`config.mk`:
```
export PLATFORM = sky130hd
export DESIGN_NAME = ps2_rx_fifo
export DESIGN_NICKNAME = d
export VERILOG_FILES = /design/src/rtl/ps2_rx_fifo.sv
export SDC_FILE = /design/constraint.sdc
export NUM_CORES = 1
export LEC_CHECK = 0
export CAP_MARGIN = 25
export CORE_MARGIN = 3
export CORE_UTILIZATION = 47
export DETAILED_ROUTE_END_ITERATION = 10
export PLACE_DENSITY = 0.74
export SYNTH_ARGS = -nofsm -noshare
export SYNTH_HDL_FRONTEND = slang
export SYNTH_SLANG_ARGS = --single-unit
```
`constraint.sdc`:
```
create_clock -name clk -period 8.05 [get_ports clk]
set_input_delay 1.2075 -clock clk [delete_from_list [all_inputs] [get_ports clk]]
set_output_delay 1.2075 -clock clk [all_outputs]
set_load 0.1 [all_outputs]
```
`src/rtl/ps2_rx_fifo.sv`:
```
// PS/2 keyboard receiver: synchronizes and deglitches the PS/2 lines, deserializes
// 11-bit frames, folds E0/F0 prefixes into 16-bit codes and queues them in a show-ahead FIFO.
module ps2_rx_fifo #(
   parameter int unsigned FILTER_LEN     = 8,
   parameter int unsigned FIFO_DEPTH     = 8,
   parameter int unsigned TIMEOUT_CYCLES = 50000
) (
   input  logic                         clk,
   input  logic                         rst_n,
   input  logic                         ps2clk,
   input  logic                         ps2data,
   output logic [15:0]                  code,
   output logic                         code_ext,
   output logic                         code_valid,
   input  logic                         code_ready,
   output logic [$clog2(FIFO_DEPTH):0]  fifo_count,
   output logic                         overflow,
   output logic                         parity_err,
   output logic                         frame_err
);

   localparam int unsigned AW   = $clog2(FIFO_DEPTH);
   localparam int unsigned CNTW = AW + 1;
   localparam int unsigned FW   = $clog2(FILTER_LEN + 1);
   localparam int unsigned TW   = $clog2(TIMEOUT_CYCLES + 1);
   localparam int unsigned EW   = 10;

   localparam logic [1:0] S_IDLE   = 2'd0;
   localparam logic [1:0] S_DATA   = 2'd1;
   localparam logic [1:0] S_PARITY = 2'd2;
   localparam logic [1:0] S_STOP   = 2'd3;

   // Two-flop synchronizers, both idle high
   logic [1:0] clk_sync;
   logic [1:0] data_sync;

   always_ff @(posedge clk or negedge rst_n) begin
      if (!rst_n) begin
         clk_sync  <= 2'b11;
         data_sync <= 2'b11;
      end else begin
         clk_sync  <= {clk_sync[0], ps2clk};
         data_sync <= {data_sync[0], ps2data};
      end
   end

   // Filtered level flips only after FILTER_LEN consecutive differing samples
   logic          filt;
   logic          filt_d;
   logic [FW-1:0] filt_cnt;

   always_ff @(posedge clk or negedge rst_n) begin
      if (!rst_n) begin
         filt     <= 1'b1;
         filt_d   <= 1'b1;
         filt_cnt <= '0;
      end else begin
         filt_d <= filt;
         if (clk_sync[1] == filt) begin
            filt_cnt <= '0;
         end else if (filt_cnt == FW'(FILTER_LEN - 1)) begin
            filt     <= clk_sync[1];
            filt_cnt <= '0;
         end else begin
            filt_cnt <= filt_cnt + FW'(1);
         end
      end
   end

   logic sample_c;
   logic data_bit;
   assign sample_c = filt_d & ~filt;
   assign data_bit = data_sync[1];

   // Receive FSM
   logic [1:0]    state, state_n;
   logic [2:0]    bit_cnt, bit_cnt_n;
   logic [7:0]    shreg, shreg_n;
   logic          par, par_n;
   logic [TW-1:0] timer, timer_n;
   logic          done_n, perr_n, ferr_n, clr_n;

   always_ff @(posedge clk or negedge rst_n) begin
      if (!rst_n) begin
         state      <= S_IDLE;
         bit_cnt    <= '0;
         shreg      <= '0;
         par        <= 1'b0;
         timer      <= '0;
         parity_err <= 1'b0;
         frame_err  <= 1'b0;
      end else begin
         state      <= state_n;
         bit_cnt    <= bit_cnt_n;
         shreg      <= shreg_n;
         par        <= par_n;
         timer      <= timer_n;
         parity_err <= perr_n;
         frame_err  <= ferr_n;
      end
   end

   always_comb begin
      state_n   = state;
      bit_cnt_n = bit_cnt;
      shreg_n   = shreg;
      par_n     = par;
      timer_n   = (state == S_IDLE || sample_c) ? '0 : timer + TW'(1);
      done_n    = 1'b0;
      perr_n    = 1'b0;
      ferr_n    = 1'b0;
      clr_n     = 1'b0;
      case (state)
         S_IDLE: begin
            if (sample_c && !data_bit) begin
               state_n   = S_DATA;
               bit_cnt_n = '0;
               par_n     = 1'b0;
            end
         end
         S_DATA: begin
            if (sample_c) begin
               shreg_n   = {data_bit, shreg[7:1]};
               par_n     = par ^ data_bit;
               bit_cnt_n = bit_cnt + 3'd1;
               if (bit_cnt == 3'd7) state_n = S_PARITY;
            end
         end
         S_PARITY: begin
            if (sample_c) begin
               par_n   = par ^ data_bit;
               state_n = S_STOP;
            end
         end
         default: begin
            if (sample_c) begin
               state_n = S_IDLE;
               if (!data_bit) begin
                  ferr_n = 1'b1;
                  clr_n  = 1'b1;
               end else if (!par) begin
                  perr_n = 1'b1;
                  clr_n  = 1'b1;
               end else begin
                  done_n = 1'b1;
               end
            end
         end
      endcase
      // Stalled frame: abandon it and report a framing error
      if (state != S_IDLE && !sample_c && timer == TW'(TIMEOUT_CYCLES - 1)) begin
         state_n = S_IDLE;
         timer_n = '0;
         ferr_n  = 1'b1;
         clr_n   = 1'b1;
      end
   end

   // Completed byte is decoded against the prefix flags one cycle after the stop sample
   logic       byte_rdy;
   logic [7:0] byte_q;
   logic       ext, brk;
   logic       push;
   logic       is_prefix;

   always_ff @(posedge clk or negedge rst_n) begin
      if (!rst_n) begin
         byte_rdy <= 1'b0;
         byte_q   <= '0;
      end else begin
         byte_rdy <= done_n;
         if (done_n) byte_q <= shreg;
      end
   end

   assign is_prefix = (byte_q == 8'hE0) || (byte_q == 8'hF0);
   assign push      = byte_rdy && !is_prefix;

   always_ff @(posedge clk or negedge rst_n) begin
      if (!rst_n) begin
         ext <= 1'b0;
         brk <= 1'b0;
      end else if (clr_n) begin
         ext <= 1'b0;
         brk <= 1'b0;
      end else if (byte_rdy) begin
         if (byte_q == 8'hE0) begin
            ext <= 1'b1;
         end else if (byte_q == 8'hF0) begin
            brk <= 1'b1;
         end else begin
            ext <= 1'b0;
            brk <= 1'b0;
         end
      end
   end

   // Show-ahead FIFO of {brk, ext, byte}
   logic [EW-1:0]   mem [FIFO_DEPTH];
   logic [AW-1:0]   wr_ptr, rd_ptr;
   logic [CNTW-1:0] count;
   logic            empty, full, pop, push_ok;
   logic [EW-1:0]   head;

   assign empty   = (count == '0);
   assign full    = (count == CNTW'(FIFO_DEPTH));
   assign pop     = !empty && code_ready;
   assign push_ok = push && (!full || pop);

   always_ff @(posedge clk) begin
      if (push_ok) mem[wr_ptr] <= {brk, ext, byte_q};
   end

   always_ff @(posedge clk or negedge rst_n) begin
      if (!rst_n) begin
         wr_ptr   <= '0;
         rd_ptr   <= '0;
         count    <= '0;
         overflow <= 1'b0;
      end else begin
         if (push_ok) wr_ptr <= wr_ptr + AW'(1);
         if (pop)     rd_ptr <= rd_ptr + AW'(1);
         if (push_ok && !pop)      count <= count + CNTW'(1);
         else if (!push_ok && pop) count <= count - CNTW'(1);
         if (push && full && !pop) overflow <= 1'b1;
      end
   end

   assign head       = mem[rd_ptr];
   assign code_valid = !empty;
   assign code_ext   = !empty && head[8];
   assign code       = empty ? 16'h0000 :
                       {(head[9] ? 8'hF0 : (head[8] ? 8'hE0 : 8'h00)), head[7:0]};
   assign fifo_count = count;

endmodule
```
# == Yosys cells after proc, flatten, opt, wreduce, memory -nomap -nowiden ==
# Memories as Yosys holds them, arrays and structs flattened.
# Cells that the tools add are included.
# W data, S select, Z words.
# op_classes
mux,48
n_addsub,7
n_eq_ne,18
bitwise,4
reduce_logical,38
# ops
cell,count
$mux W16,3
$mux W1,28
$add A16 B1 Y16 const B,1
$eq A16 B16 Y1 const B,1
$eq A8 B8 Y1 const B,2
$mux W4,4
$mux W8,2
$mux W2,6
$ne A3 B3 Y1 const B,4
$logic_and A1 B1 Y1,11
$reduce_bool A2 Y1,5
$add A3 B1 Y3 const B,3
$add A4 B1 Y4 const B,2
$reduce_and A2 Y1,4
$logic_not A1 Y1,7
$mux W3,2
$pmux W2 S3,1
$pmux W3 S2,1
$reduce_and A3 Y1,2
$reduce_and A5 Y1,1
$eq A4 B3 Y1 const B,1
$eq A4 B4 Y1 const B,1
$logic_not A4 Y1,1
$ne A2 B1 Y1 const B,2
16 further kinds,20
# word_totals
ff_bits,64
inputBits,5
word_cells,136
ramBits,80
mem_count,1
# mem_list
name,words,width,rd,rd_clocked_by_memory_dff,wr,line_no,rtl
mem,8,10,1,0,1,199,logic [EW-1:0] mem [FIFO_DEPTH];

# == Logic depth before layout (Yosys ltp) ==
# logic_depth
word_depth,9
depth_mapped,10
mapped_depth_nobuf,10

# == Worst setup path after synthesis ==
# OpenSTA, ideal clock, no wires.
# synth_timing
kind,reg-to-output
from,register count[0] (netlist: fifo_count[0])
to,output code[14]
slack_ns,2.935
arrival_time_ns,3.908
path_buffers,1
t_required_ns,6.843
path_stages_with_launch,7
cell_sequence,dfrtp_1 nor4_4 inv_2 and2_4 a22o_1 or2_1 buf_4
# synth_via
elab_chain_cells,2
# synth_rtl
item,line_no,rtl
"start, declared",201,logic [CNTW-1:0] count;
"start signal, assigned",223,if (push_ok && !pop) count <= count + CNTW'(1);
"start signal, assigned",224,else if (!push_ok && pop) count <= count - CNTW'(1);
$logic_not A4 Y1,205,assign empty = (count == '0);
$mux W16,232,assign code = empty ? 16'h0000 :
"end, declared",12,"output logic [15:0] code,"
# Every way passes these cells.

# == Worst setup path after layout ==
# layout_timing
from,register count[1] (netlist: fifo_count[1])
to,output code[14]
# The elaborated chain is that of the path after synthesis.

==> qor.csv <==
metric,value,unit
grt_max_degree,65,
min_period_over_period,57.2,%
cts_resized,0,
synth-edff-count,80,
slew_violations,0,
synth_seq_cells,144,
viasPerCell,5.36,
synth_top_flop_cell,edfxtp_1,
initial_utilization,48.3,%
dieHeight,120,µm
dp_hpwl,6700,µm
power.total,0.00277,W
setup_violations,0,
required,6.84,ns
hp-class,register to register,
ff2ff_path_depth,9,
holdBufCountCts,0,
leakage,2.78,nW
synth_most_common_cell,edfxtp_1,
setup_tns,0,ns
dr_total_vias,3329,
crit_arrival,3.39,ns
ys_top_cells_by_count,"edfxtp_1 (80), dfrtp_1 (58), nor2_1 (40)",
synth_area_leader_cell,edfxtp_1,
gp_congestion,0.763,
power_density,387,mW/mm²
reg2reg_from,byte_q[2]$_DFFE_PN0P_,
first_pass_iters,4,
cap_violations,0,
grt_pass1_vias,3391,
seq_area_frac_synth,65.6,%
gr-total-overflow,0,
vdd_ir_drop_max,181,µV
hold_path_depth,0,
async_reset_ff_share,44.4,%
synth_cells,399,
relSlewSlack,29.1,%
end_kind,primary output,
cp-start-kind,register,
fmax,217,MHz
hold_end,clk_sync[1]$_DFF_PN1_,
grt_pass1_wl,17700,µm
hold_start,clk_sync[0]$_DFF_PN1_,
synth_cell_types,57,
clk_pin_slew,0.06,ns
syn_area,0.00611,mm²
drc,0,
htreeDepth,4,
syn_area_per_cell,15.3,µm²
layout.nets,457,
numClockSinks,144,
die_w,120,µm
rows,41,
drive_gt1_share,20.3,%
routed_wl,10500,µm
diodes,0,
dpl.cell_count,586,
fin_cells,621,
port-buffer-count,25,
rrSetupSlack,4.83,ns
wl_per_cell,16.9,µm
boundaryPins,30,
ant_nets,0,
area_growth_syn_to_layout,16.7,%
cts_tree,yes,
tightest_slew,1.06,ns
clock_path_buffers,2,
period_needed,4.60,ns
track_usage,16.1,%
outcome,"complete, no violations",
final_hold_viol_count,0,
design.core.area,0.0127,mm²
insertion_delay,0.42,ns
dieArea,0.0144,mm²
synth_area_leaders,"edfxtp_1 (39%), dfrtp_1 (24%), mux4_2 (7.4%)",
path_class,register to primary output,
rsz0062_at_grt,false,
synth.top_cell.area_share,39.3,%
antenna_found_initial,0,
drt_iter0_drc,229,
cts-root-buf,clkbuf_16,
yosysWarnings,0,
numCtsBuffers,17,
cp_max_fo,10,
postCtsSetupRepairBufs,0,
fin_skew,0.00647,ns
worst_r2r_endpoint,fifo_count[3]$_DFFE_PN0P_,
worst max-delay path, stage by stage (launching register included):
cell and delay [ns]:
dfrtp_1 0.46, nor4_4 0.76, inv_2 0.13, and2_4 0.20
a22o_1 0.19, or2_1 0.26, clkdlybuf4s50_1 0.97
final cells by class:
type                            count  area, µm²
Multi-Input combinational cell    232       1990
Fill cell                         972       5530
Timing Repair Buffer               33        320
Inverter                            8       30.0
Clock buffer                       18        429
Tap cell                          172        215
Clock inverter                     14        139
Sequential cell                   144       4010
worst max-delay path by stage:
stage,start,slack (ns),end
2_1_floorplan,fifo_count[0]$_DFFE_PN0P_,2.93,code[14]
3_3_place_gp,fifo_count[1]$_DFFE_PN0P_,3.95,code[14]
3_5_place_dp,fifo_count[1]$_DFFE_PN0P_,3.86,code[14]
4_1_cts,fifo_count[1]$_DFFE_PN0P_,3.40,code[14]
5_1_grt,fifo_count[1]$_DFFE_PN0P_,3.29,code[14]
6_report,fifo_count[1]$_DFFE_PN0P_,3.45,code[14]
per-layer routing:
metal	global-route usage (%)	wire length, µm	part of all wire [%]	vias up
met1	21.4	4690	45	1679
met2	25.4	5290	50	73
met3	4.38	441	4.2	6
met4	6.44	97	0.92	0
li1	-	-	-	1571
met5	0	0	0	-
power by group:
part | switching, W | internal (W)
clock network | 0.000293 | 0.000454
registers | 0.0000816 | 0.000817
logic | 0.000777 | 0.000342
per-stage QoR:
stage	worst slack, ns	hold WS (ns)	util [%]	cell area [µm²]
after global routing	3.29	0.362	56.3	7140
after global placement	3.95	0.346	51.4	6510
final	3.45	0.355	56.3	7140
after detailed placement	3.86	0.348	51.6	6540
after floorplan	2.93	0.345	-	6130
after CTS	3.40	0.356	56.1	7110
cells by family (layout without fill, tap and decap cells):
group                    count (synthesis)  in the layout  share of synthesized area, %
other                                    1              4                        0.0613
multiplexers                            50             50                          12.7
flip-flops                             144            144                          65.6
XOR/XNOR                                21             21                          3.01
AND/OR/NAND/NOR                        110            110                          9.52
AO/OA/AOI/OAI                           31             31                          3.56
adder cells (fa/ha/maj)                 16             16                          3.40
buffers and inverters                   26             73                          2.15
placed cells by master, fill, tap and decap left out, drive strengths merged, types with 4 or more instances in the layout:
master | synthesis | final
nand2 | 14 | 14
nand3 | 11 | 11
nor3 | 7 | 7
clkinv | 0 | 9
dfrtp | 58 | 58
nor3b | 4 | 4
clkdlybuf4s50 | 0 | 24
and3 | 5 | 5
xor2 | 12 | 12
and4 | 4 | 4
mux4 | 20 | 20
xnor2 | 9 | 9
o21ai | 6 | 6
nor2b | 5 | 5
a21oi | 5 | 5
conb | 1 | 4
buf | 11 | 9
dfstp | 6 | 6
clkbuf | 7 | 18
mux2i | 9 | 9
edfxtp | 80 | 80
ha | 15 | 15
mux2 | 21 | 21
nand4 | 5 | 5
inv | 8 | 10
nor2 | 40 | 40
registers in the layout (all words and copies together), names as in the netlist, 2 cells and up:
register    count
fifo_count      4
timer          16
data_sync       2
clk_sync        2
state           2
byte_q          8
filt_cnt        4
wr_ptr          3
mem            80
shreg           8
rd_ptr          3
bit_cnt         3
No activity file was read; power rests on OpenSTA's default activity.
